$ cat src/rtl/mem_access_ctrl.sv
// MEM-stage data-bus sequencer: turns one load/store into one bus transaction,
// stalls the pipeline until it completes, aligns/extends load data, reports faults.
//
// state | meaning
// IDLE  | no transaction; decode MEM-stage access, launch or fault
// REQ   | dbus_req high, waiting for ack or timeout
// DONE  | transaction finished; stall released, result/fault pulsed
module mem_access_ctrl #(
    parameter int TIMEOUT_CYCLES = 255,
    parameter int CNT_W          = 8
) (
    input  logic        clk,
    input  logic        rst_n,
    input  logic        mem_read_m,
    input  logic        mem_write_m,
    input  logic [1:0]  data_size_m,
    input  logic        load_unsigned_m,
    input  logic [31:0] addr_m,
    input  logic [31:0] wdata_m,
    output logic        stall_o,
    output logic        dbus_req,
    output logic        dbus_we,
    output logic [31:0] dbus_addr,
    output logic [3:0]  dbus_be,
    output logic [31:0] dbus_wdata,
    input  logic        dbus_ack,
    input  logic        dbus_err,
    input  logic [31:0] dbus_rdata,
    output logic [31:0] rdata_m,
    output logic        rdata_valid,
    output logic        mem_fault,
    output logic [1:0]  fault_cause
);

    typedef enum logic [1:0] {IDLE, REQ, DONE} state_t;

    localparam logic [CNT_W-1:0] TO_LAST = CNT_W'(TIMEOUT_CYCLES - 1);

    state_t           state, state_nxt;
    logic [CNT_W-1:0] cnt;
    logic [1:0]       lat_size;
    logic [1:0]       lat_off;
    logic             lat_uns;

    logic        access, illegal, aligned, start, timeout;
    logic [3:0]  be_c;
    logic [31:0] wdata_c;
    logic [31:0] shifted;
    logic [7:0]  lane_b;
    logic [15:0] lane_h;
    logic [31:0] load_val;

    always_comb begin
        access  = mem_read_m ^ mem_write_m;
        illegal = mem_read_m & mem_write_m;
        case (data_size_m)
            2'b00: begin
                aligned = 1'b1;
                be_c    = 4'b0001 << addr_m[1:0];
                wdata_c = {4{wdata_m[7:0]}};
            end
            2'b01: begin
                aligned = ~addr_m[0];
                be_c    = addr_m[1] ? 4'b1100 : 4'b0011;
                wdata_c = {2{wdata_m[15:0]}};
            end
            default: begin
                aligned = (addr_m[1:0] == 2'b00);
                be_c    = 4'b1111;
                wdata_c = wdata_m;
            end
        endcase
        start   = (state == IDLE) && access && aligned;
        timeout = (cnt == TO_LAST);
    end

    // Lane selection uses the offset/size latched at launch, not the live inputs.
    always_comb begin
        shifted = dbus_rdata >> {lat_off, 3'b000};
        lane_b  = shifted[7:0];
        lane_h  = lat_off[1] ? dbus_rdata[31:16] : dbus_rdata[15:0];
        case (lat_size)
            2'b00:   load_val = {{24{~lat_uns & lane_b[7]}}, lane_b};
            2'b01:   load_val = {{16{~lat_uns & lane_h[15]}}, lane_h};
            default: load_val = dbus_rdata;
        endcase
    end

    always_comb begin
        state_nxt = state;
        stall_o   = 1'b0;
        case (state)
            IDLE: begin
                stall_o = start;
                if (start) state_nxt = REQ;
            end
            REQ: begin
                stall_o = 1'b1;
                if (dbus_ack || timeout) state_nxt = DONE;
            end
            default: state_nxt = IDLE;
        endcase
    end

    always_ff @(posedge clk or negedge rst_n) begin
        if (!rst_n) begin
            state       <= IDLE;
            cnt         <= '0;
            lat_size    <= 2'b00;
            lat_off     <= 2'b00;
            lat_uns     <= 1'b0;
            dbus_req    <= 1'b0;
            dbus_we     <= 1'b0;
            dbus_addr   <= 32'h0;
            dbus_be     <= 4'h0;
            dbus_wdata  <= 32'h0;
            rdata_m     <= 32'h0;
            rdata_valid <= 1'b0;
            mem_fault   <= 1'b0;
            fault_cause <= 2'b00;
        end else begin
            state       <= state_nxt;
            rdata_valid <= 1'b0;
            mem_fault   <= 1'b0;
            case (state)
                IDLE: begin
                    if (start) begin
                        dbus_req   <= 1'b1;
                        dbus_we    <= mem_write_m;
                        dbus_addr  <= {addr_m[31:2], 2'b00};
                        dbus_be    <= be_c;
                        dbus_wdata <= wdata_c;
                        cnt        <= '0;
                        lat_size   <= data_size_m;
                        lat_off    <= addr_m[1:0];
                        lat_uns    <= load_unsigned_m;
                    end else if (illegal) begin
                        mem_fault   <= 1'b1;
                        fault_cause <= 2'b00;
                    end else if (access) begin
                        mem_fault   <= 1'b1;
                        fault_cause <= 2'b01;
                    end
                end
                REQ: begin
                    if (dbus_ack) begin
                        dbus_req <= 1'b0;
                        if (dbus_err) begin
                            mem_fault   <= 1'b1;
                            fault_cause <= 2'b10;
                            if (!dbus_we) rdata_m <= 32'h0;
                        end else if (!dbus_we) begin
                            rdata_m     <= load_val;
                            rdata_valid <= 1'b1;
                        end
                    end else if (timeout) begin
                        dbus_req    <= 1'b0;
                        mem_fault   <= 1'b1;
                        fault_cause <= 2'b11;
                        if (!dbus_we) rdata_m <= 32'h0;
                    end else if (cnt != '1) begin
                        cnt <= cnt + 1'b1;
                    end
                end
                default: ;
            endcase
        end
    end

endmodule

$ cat config.mk
export PLATFORM = sky130hd
export DESIGN_NAME = mem_access_ctrl
export DESIGN_NICKNAME = d
export VERILOG_FILES = /design/src/rtl/mem_access_ctrl.sv
export SDC_FILE = /design/constraint.sdc
export NUM_CORES = 1
export LEC_CHECK = 0
export ABC_AREA = 0
export BUFFER_PORTS_ARGS = -buffer_cell sky130_fd_sc_hd__buf_2
export CAP_MARGIN = 25
export CORE_MARGIN = 10
export CORE_UTILIZATION = 45
export CTS_BUF_LIST = sky130_fd_sc_hd__clkbuf_2 sky130_fd_sc_hd__clkbuf_4 sky130_fd_sc_hd__clkbuf_8
export DETAILED_ROUTE_END_ITERATION = 8
export GPL_ROUTABILITY_DRIVEN = 0
export PLACE_DENSITY = 0.74
export SYNTH_ARGS = -nofsm -noshare
export SYNTH_HDL_FRONTEND = slang
export SYNTH_SLANG_ARGS = --single-unit
$ cat constraint.sdc
create_clock -name clk -period 2.7 [get_ports clk]
set_input_delay 0.27 -clock clk [delete_from_list [all_inputs] [get_ports clk]]
set_output_delay 0.27 -clock clk [all_outputs]
set_load 0.01 [all_outputs]
==> impl_results.md <==
* Outcome: completed
* Most common cell after layout, fill and taps aside: buf_2
* Maximum buffer depth of the clock tree at 2
* Iteration-0 DRC Markers at about 380
* Worst R2R Path Depth at 4
* Maximum vdd drop at about 500 uV
* Setup Viol. Count Final at 0
* Most frequent cells in the layout: buf_2 (208), nand2_1 (167), dfrtp_1 (119)
* Final wirelength at approximately 18000 um
* IO Pins at 212
* Final Non-Filler Cells at 989
* Cell variety after synth at 52
* Synthesized flop and latch total at about 120
* CP bufs+invs at 0
* Compound-Gate Fraction of Synth Area at roughly 17%
* Crit Path Class: reg -> reg
* Synth async-reset ratio at 100%
* Startpoint Class: flop
* Adder-cell share of the synthesized area at less than 1%
* Max Fclk at ~470 MHz
* Slowest cell on the critical path: dfrtp_1
* Synthesized area at 5660 um2
* Worst reg2reg setup slack at roughly 0.57 ns
* Layout cells sized above 1 at between 30% and 40%
* Crit path required time at between 3 and 4 ns
* Total number of vias at 5369
* Final worst-path cycle share at 78.7%
* Fin. max-slew vios at 0
* Levels on crit path at 4
* Number of flops mapped to enable cells by yosys at 0
* P per Cell Area at approximately 1000 nW/um2
* CP cell instances: nand2b_1, nor2_1, a222oi_1, o2bb2ai_1
* Total grt overflow at 0
* Crit-path leading delay family: flip-flops
* FF-to-FF Start: lat_size[1]
* Nets at approximately 900
* Post-synth top area cell: dfrtp_1
* Worst Setup End Kind: flop
* Unrepaired setup endpoints after global routing: no
* Site Rows at 40
* Drt first pass iters at 7
* Critical Path AT at roughly 2.4 ns
* # placed instances at 939
* Hold crit path type: in -> reg
* Top cells by area, synth: dfrtp_1 (53%), nand2_1 (11%), a22o_1 (4.3%), mux2i_1 (3.9%), o21ai_0 (3.1%)
* ANT nets after route at 0
* Area grow syn2layout at 31.5%
* H-tree Lvls at 4
* Mux contribution to synthesized area at slightly above 6%
* Worst r2r dst: rdata_m[2]
* Clock Pin Slew Worst Setup and Hold Paths at approximately 0.070 ns
* TritonCTS Buffers at 17
* CTS tree: yes
* Die Area at around 17000 um2
* Worst path max stage delay at 0.78 ns
* Area fraction of the dominant cell type after synthesis at between 50 and 60%
* Hold path start: addr_m[7]
* Die height at between 100 and 150 um
* Buffers on Ports at approximately 210
* Skew final at between 0.01 and 0.015 ns
* Largest family of logic cells by synthesized area: simple AND/OR/NAND/NOR gates
* Tmin final at 2.13 ns
* Worst Tran Pin Value at 0.771 ns
* CTS root buffer: clkbuf_8
* Core Region at roughly 12000 um2
* Worst slew margin at between 40% and 50%
* Leak at around 3.9 nW
* Largest net degree at the start of global routing at between 60 and 70
* CP endpoint: rdata_m[2]
* Post-Syn Instances at 588
* Vias/cell at 5.43
* Initial antenna violation count at 2
* Synth warn at 0
* Syn avg cell area at 9.63 um2
* Vias in the first global route at 5508
* Seq/Total Area, Yosys at a little over half
* Setup TNS at 0 ns
* CP Max Fanout at 21
* Total of max-cap violations at 0
* Clock Latency Late Sink at about 0.44 ns
* Most used DFF post-synth: dfrtp_1
* Post-route DRC at 0
* Post-Synth XOR/XNOR Area at less than 1%
* Post-DR wirelength/cell at 18.3 um
* Dpl hpwl at between 10000 and 15000 um
* Fin. Hold Viols at 0
* Initial Util at a little under half
* Overall routing resource usage at around a fifth
* Origin of the worst setup path: lat_size[1]
* CTS sink count at ~120
* Core Util, Final at between 60 and 70%
* First-pass GRT wire length at just under 30000 um
* Post-Synth Simple-Gate Area at roughly 18%
* Die width at between 100 and 150 um
-- per-layer routing --
metal / part of all wire, % / vias up / GRT usage, %
met4: 3.8 / 0 / 10.8
met2: 47 / 249 / 32.4
met3: 9.4 / 52 / 8.35
met1: 40 / 2569 / 23.6
met5: 0 / - / 0
li1: - / 2499 / -
-- sequential cells by signal, indices dropped and copies added, names as in the netlist --
name	cells
fault_cause	2
lat_size	2
cnt	8
lat_off	2
dbus_be	4
mem_fault	1
rdata_m	32
state	2
dbus_addr	30
rdata_valid	1
dbus_we	1
lat_uns	1
dbus_req	1
dbus_wdata	32
-- tightest hold or removal path, cell delays in order --
cell and delay (ns):
buf_2 0.08, nand2_1 0.04, nand2_1 0.04
-- through the flow --
step | setup WS (ns) | cell area (um2) | power (mW) | hold slack, ns
after floorplan | 0.935 | 5670 | 4.51 | -0.0256
after global placement | 0.559 | 6830 | 5.67 | 0.387
after detailed placement | 0.437 | 6850 | 5.77 | 0.394
after CTS | 0.526 | 7420 | 7.52 | 0.000606
after global routing | 0.392 | 7450 | 7.97 | 0.00544
final | 0.574 | 7450 | 7.48 | 0.0292
-- cells in the mapped netlist, types with 8 or more instances --
cell type and instances:
clkbuf_1 14, mux2i_1 22, nor3_1 10, a21oi_1 25, nand2_1 167, a22o_1 28, o21ai_0 35, nor2b_1 12
dfrtp_1 119, mux2_2 9, buf_2 15, nor2_1 19, a221o_1 8, inv_1 9
-- logic make-up (layout without fill, tap and decap cells) --
| logic type | Yosys count | in the layout |
|---|---|---|
| mux | 32 | 32 |
| simple gates | 234 | 234 |
| compound gates | 142 | 142 |
| fa+ha+maj | 4 | 4 |
| flops | 119 | 119 |
| other cells | 1 | 4 |
| xor+xnor | 2 | 2 |
| buf+inv | 54 | 284 |
-- where the power goes --
group	leakage (nW)	switching [mW]	internal, mW
Sequential	1.51	0.471	2.47
Clock	0.220	0.706	1.01
Combinational	2.13	1.58	1.23
Total	3.85	2.76	4.71
-- timing repair --
item | CTS | global route
hold buffers | 15 | 0
setup buffers | 0 | 0
endpoints found under the hold margin | 72 | 0
resized for setup | 0 | 0
-- cell type report --
| class | count | area [um2] |
|---|---|---|
| inverters | 10 | 37.5 |
| flip-flops and latches | 119 | 2980 |
| well taps | 168 | 210 |
| repair buffers | 242 | 1370 |
| fillers | 1053 | 4710 |
| multi-input cells | 416 | 2430 |
| clock buffers | 23 | 298 |
| clock inverters | 9 | 123 |
| diodes | 2 | 5.00 |
-- worst min-delay path by stage --
stage               endpoint  depth (start not counted)
5_1_grt        dbus_addr[22]                          3
3_3_place_gp    dbus_addr[5]                          1
6_report        dbus_addr[7]                          3
2_1_floorplan         cnt[0]                          0
4_1_cts        dbus_addr[22]                          3
3_5_place_dp    dbus_addr[5]                          1
Note: power is estimated with default switching activity, not from simulation.
